[src/rtl/poly_voice_engine.sv]
// poly_voice_engine: polyphonic sawtooth voice core.
// Events allocate notes to NUM_VOICES slots; each sample tick the voices are swept one per
// clock, velocity-scaled, summed, saturated and strobed out.
// Optional feature macro: VOICE_STEAL_EN (round-robin voice stealing when all voices are busy).
module poly_voice_engine #(
  parameter int NUM_VOICES = 8,
  parameter int PHASE_W    = 24,
  parameter int OUT_W      = 16,
  parameter int CLK_DIV    = 1042
) (
  input  logic                      clk,
  input  logic                      reset,
  input  logic                      evt_valid,
  output logic                      evt_ready,
  input  logic                      evt_note_on,
  input  logic [6:0]                evt_note,
  input  logic [6:0]                evt_velocity,
  input  logic [PHASE_W-1:0]        evt_phase_inc,
  output logic signed [OUT_W-1:0]   sample_out,
  output logic                      sample_valid,
  output logic [NUM_VOICES-1:0]     active_voices,
  output logic                      note_dropped
);

  localparam int VW    = $clog2(NUM_VOICES);
  localparam int CW    = $clog2(CLK_DIV);
  localparam int ACC_W = 23 + VW;
  localparam int SHIFT = 7 + 16 - OUT_W;
  localparam int MAXV  = (1 << (OUT_W - 1)) - 1;
  localparam int MINV  = -(1 << (OUT_W - 1));

  typedef enum logic [1:0] {IDLE, SWEEP, SAT, OUT} state_t;

  state_t                   state, state_nxt;
  logic [CW-1:0]            cnt;
  logic                     tick;
  logic [VW-1:0]            vidx;
  logic signed [ACC_W-1:0]  acc;
  logic [PHASE_W-1:0]       phase [NUM_VOICES];
  logic [PHASE_W-1:0]       inc   [NUM_VOICES];
  logic [6:0]               vel   [NUM_VOICES];
  logic [6:0]               note  [NUM_VOICES];
  logic [NUM_VOICES-1:0]    active;

  logic                     hs, is_on, hit, free_any, alloc_ok;
  logic [VW-1:0]            hit_idx, free_idx, alloc_idx;
  logic [NUM_VOICES-1:0]    match_vec;
  logic signed [15:0]       saw;
  logic signed [23:0]       prod;
  logic signed [ACC_W-1:0]  shifted;
  logic signed [OUT_W-1:0]  clamped;

  assign tick          = (cnt == CW'(CLK_DIV - 1));
  assign hs            = evt_valid && evt_ready;
  assign is_on         = evt_note_on && (evt_velocity != 7'd0);
  assign active_voices = active;

  // Free-running sample tick divider
  always_ff @(posedge clk) begin
    if (reset)     cnt <= '0;
    else if (tick) cnt <= '0;
    else           cnt <= cnt + 1'b1;
  end

  // Sequencer state register; ready is registered so it is low while reset is applied
  always_ff @(posedge clk) begin
    if (reset) begin
      state     <= IDLE;
      evt_ready <= 1'b0;
    end else begin
      state     <= state_nxt;
      evt_ready <= (state_nxt == IDLE);
    end
  end

  // Sequencer next-state: IDLE -> SWEEP (one voice per clk) -> SAT -> OUT
  always_comb begin
    state_nxt = state;
    case (state)
      IDLE:    if (tick) state_nxt = SWEEP;
      SWEEP:   if (vidx == VW'(NUM_VOICES - 1)) state_nxt = SAT;
      SAT:     state_nxt = OUT;
      OUT:     state_nxt = IDLE;
      default: state_nxt = IDLE;
    endcase
  end

  // Lowest-index matching voice and lowest-index free voice (scan downward, last write wins)
  always_comb begin
    hit       = 1'b0;
    hit_idx   = '0;
    free_any  = 1'b0;
    free_idx  = '0;
    match_vec = '0;
    for (int i = NUM_VOICES - 1; i >= 0; i--) begin
      match_vec[i] = active[i] && (note[i] == evt_note);
      if (match_vec[i]) begin
        hit     = 1'b1;
        hit_idx = VW'(i);
      end
      if (!active[i]) begin
        free_any = 1'b1;
        free_idx = VW'(i);
      end
    end
  end

`ifdef VOICE_STEAL_EN
  logic [VW-1:0] steal_ptr;

  assign alloc_ok     = 1'b1;
  assign alloc_idx    = hit ? hit_idx : (free_any ? free_idx : steal_ptr);
  assign note_dropped = 1'b0;

  // Round-robin victim pointer, advanced only when a voice is actually stolen
  always_ff @(posedge clk) begin
    if (reset)
      steal_ptr <= '0;
    else if (hs && is_on && !hit && !free_any)
      steal_ptr <= (steal_ptr == VW'(NUM_VOICES - 1)) ? '0 : steal_ptr + 1'b1;
  end
`else
  assign alloc_ok     = hit || free_any;
  assign alloc_idx    = hit ? hit_idx : free_idx;
  assign note_dropped = hs && is_on && !hit && !free_any && !reset;
`endif

  assign saw  = {~phase[vidx][PHASE_W-1], phase[vidx][PHASE_W-2 -: 15]};
  assign prod = 24'(saw) * 24'($signed({1'b0, vel[vidx]}));

  // Voice table, sweep accumulator and event application (events only land in IDLE)
  always_ff @(posedge clk) begin
    if (reset) begin
      for (int i = 0; i < NUM_VOICES; i++) begin
        phase[i] <= '0;
        inc[i]   <= '0;
        vel[i]   <= '0;
        note[i]  <= '0;
      end
      active <= '0;
      acc    <= '0;
      vidx   <= '0;
    end else begin
      if (state == IDLE && tick) begin
        acc  <= '0;
        vidx <= '0;
      end
      if (state == SWEEP) begin
        if (active[vidx]) begin
          acc         <= acc + ACC_W'(prod);
          phase[vidx] <= phase[vidx] + inc[vidx];
        end
        vidx <= vidx + 1'b1;
      end
      if (hs) begin
        if (is_on) begin
          if (alloc_ok) begin
            active[alloc_idx] <= 1'b1;
            note[alloc_idx]   <= evt_note;
            vel[alloc_idx]    <= evt_velocity;
            inc[alloc_idx]    <= evt_phase_inc;
            phase[alloc_idx]  <= '0;
          end
        end else begin
          for (int i = 0; i < NUM_VOICES; i++)
            if (match_vec[i]) active[i] <= 1'b0;
        end
      end
    end
  end

  // Scale the mix down to OUT_W and clamp to the signed output range
  always_comb begin
    shifted = acc >>> SHIFT;
    if (shifted > ACC_W'(MAXV))      clamped = OUT_W'(MAXV);
    else if (shifted < ACC_W'(MINV)) clamped = OUT_W'(MINV);
    else                             clamped = shifted[OUT_W-1:0];
  end

  // Sample register and strobe; strobe is high during OUT
  always_ff @(posedge clk) begin
    if (reset) begin
      sample_out   <= '0;
      sample_valid <= 1'b0;
    end else begin
      sample_valid <= (state == SAT);
      if (state == SAT) sample_out <= clamped;
    end
  end

endmodule

[config.mk]
export PLATFORM = sky130hd
export DESIGN_NAME = poly_voice_engine
export DESIGN_NICKNAME = d
export VERILOG_FILES = /design/src/rtl/poly_voice_engine.sv
export SDC_FILE = /design/constraint.sdc
export NUM_CORES = 1
export LEC_CHECK = 0
export CORE_MARGIN = 5
export CORE_UTILIZATION = 60
export DETAILED_ROUTE_END_ITERATION = 8
export PLACE_DENSITY = 0.77
export SLEW_MARGIN = 20
export SYNTH_ARGS = -nofsm -noshare
export SYNTH_HDL_FRONTEND = slang
export SYNTH_SLANG_ARGS = --single-unit
[constraint.sdc]
create_clock -name clk -period 8.35 [get_ports clk]
set_input_delay 2.505 -clock clk [delete_from_list [all_inputs] [get_ports clk]]
set_output_delay 2.505 -clock clk [all_outputs]
set_load 0.02 [all_outputs]
# --- Yosys cells after proc, flatten, opt, wreduce, memory -nomap -nowiden ---
# Memories as Yosys holds them, arrays and structs flattened. A register that Yosys moved wholly into a read port is not among the register bits.
# Index checks and enable logic that the tools add are counted.
classes:
  addsub: 4
  multipliers: 1
  n_lt_le_gt_ge: 5
  n_eq_ne: 14
  n_mux: 89
  bitwise_logic: 2
  reduce_logical: 46
ops:
  columns: ["cell", "count"]
  rows:
  - ["$mux W3", 30]
  - ["$mux W26", 3]
  - ["$mux W24", 3]
  - ["$reduce_or A24 Y1", 3]
  - ["$eq A7 B7 Y1", 8]
  - ["$mux W1", 42]
  - ["$mux W16", 2]
  - ["$add A26 B24 Y26", 1]
  - ["$add A24 B24 Y24", 1]
  - ["$mul A16 B8 Y24", 1]
  - ["$reduce_and A3 Y1", 8]
  - ["$gt A19 B16 Y1 const B", 1]
  - ["$lt A19 B16 Y1 const B", 1]
  - ["$reduce_bool A2 Y1", 9]
  - ["$logic_and A1 B1 Y1", 16]
  - ["$mux W8", 2]
  - ["$mux W7", 2]
  - ["$reduce_or A7 Y1", 2]
  - ["$add A11 B1 Y11 const B", 1]
  - ["$eq A11 B11 Y1 const B", 1]
  - ["$lt A3 B4 Y1 const B", 2]
  - ["$or A8 B8 Y8", 1]
  - ["$pmux W2 S4", 1]
  - ["$reduce_bool A7 Y1", 1]
  - ["other kinds (14)", 19]
totals:
  register_bits: 68
  mem_bits_rw: 496
  input_bits: 42
  out_inout_bits: 27
  n_memories: 4
mem_list:
  columns: ["name", "depth", "word_bits", "read_ports", "rd_ports_with_merged_regs", "wr", "line_no", "source"]
  rows:
  - ["inc", 8, 24, 1, 1, 8, "40", "logic [PHASE_W-1:0] inc [NUM_VOICES];"]
  - ["phase", 8, 24, 1, 1, 8, "39", "logic [PHASE_W-1:0] phase [NUM_VOICES];"]
  - ["note", 8, 7, 8, 0, 8, "42", "logic [6:0] note [NUM_VOICES];"]
  - ["vel", 8, 7, 1, 1, 8, "41", "logic [6:0] vel [NUM_VOICES];"]

# --- Longest topological paths before layout ---
# Gate-level depths: netlist of the first run.
depth:
  depth_word: 18
  depth_mapped: 25

# --- Worst setup path after synthesis of the first run ---
# OpenSTA, ideal clock, no wires.
synth_path:
  kind: "input to output"
  from: "in evt_note[5]"
  to: "out note_dropped"
  t_arrival_ns: 4.118
  path_slack_ns: 1.727
  stages: 8
  path_buffers: 1
  path_cell_list: "buf_4 xor2_1 nor4_2 and4_4 nor4_4 nand3_1 or3_1 nor2_1"
synth_between:
  elab_chain_len: 14
  word_cells_on_any_way: 28
  classes_between: "8 x eq/ne; 8 x mux; 12 x reduce/logical"
synth_rtl:
  columns: ["item", "line_no", "source"]
  rows:
  - ["start: declaration", "16", "input logic [6:0] evt_note,"]
  - ["$eq A7 B7 Y1", "96", "match_vec[i] = active[i] && (note[i] == evt_note);"]
  - ["$logic_and A1 B1 Y1", "96", null]
  - ["$mux W1 (7 in a row)", "97", "if (match_vec[i]) begin"]
  - ["$mux W1 (*)", "97", null]
  - ["$logic_not A1 Y1 (*)", "125", "assign note_dropped = hs && is_on && !hit && !free_any && !reset;"]
  - ["$logic_and A1 B1 Y1 (*) (3 in a row)", "125", null]
  - ["end: declaration", "22", "output logic note_dropped"]
# Every way passes the cells marked *; elsewhere a longest branch is shown, timed or not.

# --- Worst setup path in the final report of the first run ---
layout_path:
  from: "in evt_note[3]"
  to: "out note_dropped"
# Same word-level chain as after synthesis.

==> results.py, run 1 <==
metrics = {
    "final_layout": {
        "fillers": 3879,
        "drive_above_1_share": 0.117,
        "area_growth_pct": 9.22,
        "diodes": 0,
        "nets": 3196,
    },
    "power_and_ir_drop": {
        "switching_share": 0.238,
        "p_per_area_nw_per_um2": 178,
        "seqPwrFrac": 0.488,
        "p_leak_nw": 14.5,
        "pwr-share-comb": 0.089,
        "p_clk_frac": 0.424,
        "internal_power_mw": 4.70,
        "ir_drop_v": 0.000203,
        "power_switching_mw": 1.47,
    },
    "routing": {
        "drcViolationCount": 0,
        "drtPass1Iterations": 6,
        "vias_per_cell": 6.39,
        "drt_wl_total_mm": 84.3,
        "drtIter0Drc": 2615,
        "vias": 23579,
        "wl_per_cell_um": 22.8,
        "antenna_left": 0,
    },
    "clocking": {
        "ctsLongestPathBuffers": 3,
        "clk_latency_ps": 640,
        "cts-resized-gates": 0,
        "cts-buffers-inserted": 56,
        "post-cts-setup-buffers": 0,
        "postCtsHoldBufs": 0,
        "cts.sinks": 567,
        "clk_pin_slew_worst_paths_ps": 60,
        "htreeDepth": 2,
        "root_buffer": "clkbuf_16",
        "cts_tree": "done",
    },
    "sta": {
        "slew_headroom": 0.201,
        "setup_viol": 0,
        "timing.hold.ws_ps": 453,
        "period_share": 0.949,
        "rsz0062_at_grt": "false",
        "slew_violations": 0,
        "hold_violations": 0,
        "max_freq_mhz": 126,
        "final.min_clock_period_ps": 7930,
        "tns_ps": 0,
        "clock_skew_ps": 32.9,
        "tightest_slew_ps": 1200,
    },
    "yosys": {
        "synth-seq-area-share": 0.453,
        "synth_edf_count": 304,
        "synth_cell_type_count": 76,
        "netlist_instances": 2987,
        "synth_nets": 3229,
        "synthArstFlopShare": 0,
        "synth_flop_cell": "edfxtp_1",
        "syn_area_um2": 31700,
        "yosys_warnings": 0,
        "syn-mean-instance-area_um2": 10.6,
        "ys_ff_latch": 567,
    },
    "place": {
        "gp_congestion": 0.916,
        "dp_hpwl_mm": 51.8,
        "port_buffers": 68,
    },
    "die": {
        "die_area_um2": 57600,
        "die_x_um": 240,
        "fp-row-count": 84,
        "core-area_um2": 52400,
        "io_pins": 69,
        "die_h_um": 240,
        "start_util": 0.605,
    },
    "global_route": {
        "grt_overflow_total": 0,
        "grt_max_degree": 121,
        "antenna_found_initial": 1,
        "grt_pass1_wl_mm": 131,
        "grt_pass1_vias": 23697,
        "grt_use_total": 0.288,
    },
    "setup_path": {
        "critPathMaxStageDelay_ps": 880,
        "path_class": "input port to output port",
        "timing.critical_path.from": "evt_note[3]",
        "cp-end-kind": "output port",
        "slowest_stage": "clkdlybuf4s50_1",
        "cp_data_required_time_ps": 5850,
        "worstSetupStartpointType": "input port",
        "endpoint": "note_dropped",
        "crit_fanout": 16,
        "r2r_slack_ps": 1170,
        "r2r_cells": 21,
        "r2r_end": "acc[23]",
        "crit_chain": "clkdlybuf4s50_1, xnor2_1, nand4_1, nor2_1, nor4_4, nand3_1, or3_1, nor2_1, clkdlybuf4s50_1",
        "critPathArrivalTime_ps": 5420,
    },
    "hold_path": {
        "hold_path.class": "flip-flop to flip-flop",
        "hp-start": "sample_out[13]",
    },
    "flow_run": {
        "cap_viol_max_count": 0,
    },
    "run_status": {
        "outcome": "finished, final reports clean",
    },
}
registers in the layout, summed over array words and instances, names as in the netlist, named ones only:
signal         count
note              56
inc              192
evt_ready          1
sample_out        16
acc               26
vidx               3
active_voices      8
cnt               11
phase            192
vel               56
sample_valid       1
state              2
cells in the final DEF, fill, tap and decap left out, types with 7 or more instances in the layout:
cell / Yosys / routed
a211oi_1: 10 / 10
a21o_1: 17 / 17
a21oi_1: 215 / 215
a31oi_1: 63 / 63
and2_1: 15 / 15
and3_1: 333 / 330
buf_4: 16 / 62
clkbuf_1: 118 / 8
clkbuf_16: 0 / 57
clkbuf_8: 0 / 7
clkdlybuf4s50_1: 0 / 67
clkinv_2: 0 / 16
dfxtp_1: 263 / 260
edfxtp_1: 304 / 304
fa_1: 119 / 119
ha_1: 81 / 81
inv_1: 221 / 221
mux2_2: 33 / 33
mux2i_1: 29 / 29
mux4_2: 110 / 110
nand2_1: 227 / 227
nand2b_1: 18 / 18
nand3_1: 163 / 159
nand4_1: 20 / 20
nor2_1: 232 / 232
nor2b_1: 13 / 13
nor3_1: 12 / 10
o21a_1: 8 / 8
o21ai_0: 47 / 47
o21bai_1: 7 / 7
or2_2: 13 / 14
or3_1: 12 / 12
xnor2_1: 81 / 81
xor2_1: 24 / 24
through the flow:
| step | setup slack (ps) | power [mW] | cell area (um2) | utilization | std cells |
|---|---|---|---|---|---|
| finish | 422 | 6.17 | 34700 | 0.661 | 3690 |
| global route | 206 | 6.37 | 34700 | 0.661 | 3690 |
| CTS | 426 | 6.19 | 34700 | 0.661 | 3690 |
| detailed placement | 426 | 3.60 | 32700 | 0.624 | 3584 |
| global placement | 424 | 3.58 | 32700 | 0.624 | 3584 |
| floorplan | 1730 | 3.44 | 31700 | - | 2987 |
logic make-up after synthesis:
group	synth area share
muxes	0.0989
and+or+nand+nor	0.174
buffers and inverters	0.0616
DFF	0.453
AOI/OAI and AO/OA	0.0767
adders and majority gates	0.107
xor gates and xnor gates	0.0290
per-layer routing:
metal  part of all wire  track usage  vias up
li1                   -            -    10461
met1               0.38        0.377    11597
met4              0.041        0.108        0
met5                  0            0        -
met3              0.094       0.0508      251
met2               0.49        0.484     1270
power by group through the flow:
stage / logic [mW] / registers, mW / clock network, mW
floorplan: 0.381 / 3.06 / 0
global placement: 0.515 / 3.06 / 0
detailed placement: 0.537 / 3.07 / 0
CTS: 0.545 / 3.01 / 2.64
global route: 0.606 / 3.01 / 2.75
finish: 0.548 / 3.01 / 2.61
worst max-delay path: cells and delay by family:
family / cells / cell delay [ps]
xor+xnor: 1 / 170
buf+inv: 2 / 1500
simple gates: 6 / 1230
final cells by class:
class	instances	area, um2	area share
tap	688	861	0.0248
sequential	567	14400	0.415
timing repair buffer	132	1170	0.0338
clock inverter	34	362	0.0104
inverter	222	836	0.0241
multi-input combinational	1975	15500	0.447
clock buffer	72	1550	0.0448
worst min-delay path by stage:
stage	to	depth (start not counted)
2_1_floorplan	phase[6][10]	2
3_3_place_gp	sample_out[4]	2
3_5_place_dp	sample_out[13]	2
4_1_cts	sample_out[13]	2
5_1_grt	sample_out[1]	2
6_report	sample_out[13]	2
synth_stat cells (13+ instances only):
cell type,number,area (um2)
and3_1,333,2080
edfxtp_1,304,9130
dfxtp_1,263,5270
nor2_1,232,871
nand2_1,227,852
inv_1,221,830
a21oi_1,215,1080
nand3_1,163,816
fa_1,119,2380
clkbuf_1,118,443
mux4_2,110,2480
ha_1,81,1010
xnor2_1,81,709
a31oi_1,63,394
buf_2,53,265
o21ai_0,47,235
mux2_2,33,372
mux2i_1,29,290
xor2_1,24,210
nand4_1,20,125
buf_6,18,203
nand2b_1,18,113
a21o_1,17,128
buf_4,16,120
and2_1,15,93.8
nor2b_1,13,81.3
or2_2,13,81.3
Power figures use the tool's default switching activity.
==> inputs of run 2 (changes only) <==
--- a/config.mk
+++ b/config.mk
@@ -5,10 +5,10 @@
 export SDC_FILE = /design/constraint.sdc
 export NUM_CORES = 1
 export LEC_CHECK = 0
+export CORE_ASPECT_RATIO = 0.5
 export CORE_MARGIN = 5
-export CORE_UTILIZATION = 60
+export CORE_UTILIZATION = 25
 export DETAILED_ROUTE_END_ITERATION = 8
-export PLACE_DENSITY = 0.77
 export SLEW_MARGIN = 20
 export SYNTH_ARGS = -nofsm -noshare
 export SYNTH_HDL_FRONTEND = slang
==> run 2 against run 1 <==
Against the previous run:
- total power increased by 1.1%
- clock-buffer cell count increased by 16
- sequential power about the same
- critical path depth increased by 1
- sequential share of layout area decreased by 1.6 points
- critical path type unchanged
- critical endpoint unchanged
==> results.py, run 2 (synthesized netlist as in run 1, its figures left out) <==
metrics = {
    "final_layout": {
        "final_cell_mix": "333 x and3_1, 304 x edfxtp_1, 260 x dfxtp_1",
        "area_growth_pct": 13.7,
        "seq_area_um2": 14400,
        "final_common_cell": "and3_1",
        "largestRegisters": "inc: 192 flops, phase: 192 flops",
        "utilization": 0.286,
        "fillers": 12913,
        "fin_cells": 4713,
        "stdcell_area_um2": 36100,
        "nets": 3213,
        "drive_above_1_share": 0.120,
        "multi_input_area_um2": 15500,
    },
    "sta": {
        "timing.hold.ws_ps": 455,
        "slew_violations": 0,
        "rsz0062_at_grt": "false",
        "period_share": 0.951,
        "tightest_slew_ps": 1130,
        "tns_ps": 0,
        "clock_skew_ps": 37.9,
        "hold_violations": 0,
        "setup_viol": 0,
        "max_freq_mhz": 126,
        "slew_headroom": 0.250,
        "final.min_clock_period_ps": 7940,
        "timing.final.ws_setup_ps": 411,
    },
    "clocking": {
        "clk_latency_ps": 660,
        "cts.sinks": 567,
        "htreeDepth": 2,
        "root_buffer": "clkbuf_16",
        "post-cts-setup-buffers": 0,
        "cts-resized-gates": 0,
        "postCtsHoldBufs": 0,
        "ctsLongestPathBuffers": 3,
        "cts_tree": "done",
        "clk_pin_slew_worst_paths_ps": 60,
        "cts-buffers-inserted": 61,
    },
    "die": {
        "start_util": 0.252,
        "die_x_um": 514,
        "fp-row-count": 92,
        "die_area_um2": 135000,
        "io_pins": 69,
        "core-area_um2": 126000,
        "die_h_um": 262,
    },
    "place": {
        "post-place-ws_ps": 427,
        "placedCellCount": 4600,
        "dp_hpwl_mm": 55.8,
        "gp_congestion": 0.843,
        "port_buffers": 68,
        "placed_area_um2": 34100,
    },
    "routing": {
        "met3_length_mm": 5.73,
        "wl_per_cell_um": 19.0,
        "vias_per_cell": 4.91,
        "top_layer": "met5",
        "drt_wl_total_mm": 89.6,
        "wl_met1_mm": 37.4,
        "drcViolationCount": 0,
        "vias": 23159,
        "met2_length_mm": 44.1,
        "drtIter0Drc": 2025,
        "antenna_left": 0,
        "drtPass1Iterations": 7,
    },
    "global_route": {
        "grt_max_degree": 121,
        "grt_pass1_wl_mm": 138,
        "antenna_found_initial": 3,
        "grt_use_total": 0.129,
        "grt_overflow_total": 0,
        "grt_pass1_vias": 23038,
    },
    "run_status": {
        "outcome": "finished, final reports clean",
    },
    "setup_path": {
        "critPathArrivalTime_ps": 5430,
        "cp-end-kind": "output port",
        "cp_data_required_time_ps": 5850,
        "path_class": "input port to output port",
        "worstSetupStartpointType": "input port",
        "crit_fanout": 11,
    },
    "power_and_ir_drop": {
        "p_clk_frac": 0.430,
        "ir_drop_v": 0.000164,
        "power_switching_mw": 1.50,
        "internal_power_mw": 4.73,
        "seqPwrFrac": 0.482,
        "p_per_area_nw_per_um2": 173,
        "switching_share": 0.241,
        "pwr-share-comb": 0.088,
        "p_leak_nw": 14.6,
        "fin_total_pwr_mw": 6.24,
    },
    "flow_run": {
        "cap_viol_max_count": 0,
    },
    "hold_path": {
        "hold_path.class": "flip-flop to flip-flop",
    },
}
==> run 2: final timing paths <==
| check | start | endpoint | slack, ps | depth (start not counted) |
|---|---|---|---|---|
| setup / recovery | evt_note[5] | note_dropped | 410 | 10 |
| hold / removal | sample_out[10] | sample_out[10] | 460 | 2 |
| setup reg to reg | flip-flop | acc[21] | 1120 | 21 |
| hold reg to reg | sample_out[10] | sample_out[10] | 460 | 2 |
==> run 2: area by class of cell <==
class | instances | share of cell area
diodes | 2 | 0.000139
clock buffers | 88 | 0.0492
clock inverters | 23 | 0.00596
inverters | 222 | 0.0232
multi-input cells | 1975 | 0.429
flip-flops and latches | 567 | 0.399
well taps | 1692 | 0.0586
repair buffers | 144 | 0.0349
==> run 2: worst max-delay path: stages <==
cell	delay (ps)
clkdlybuf4s50_1	790
buf_4	250
xnor2_1	70
nand4_1	140
nor2_2	100
nor4_4	280
nand3_1	180
or3_1	370
nor2_1	120
clkdlybuf4s50_1	630
==> run 2: routing by layer <==
metal | track usage | vias up
li1 | - | 10510
met4 | 0.0383 | 2
met3 | 0.0177 | 153
met5 | 0 | -
met1 | 0.164 | 11670
met2 | 0.228 | 824
==> run 2: power by group through the flow <==
stage	registers [mW]	logic, mW	clock network (mW)
2_1_floorplan	3.06	0.381	0
3_3_place_gp	3.06	0.538	0
3_5_place_dp	3.07	0.547	0
4_1_cts	3.01	0.552	2.72
5_1_grt	3.01	0.612	2.84
6_report	3.01	0.549	2.68
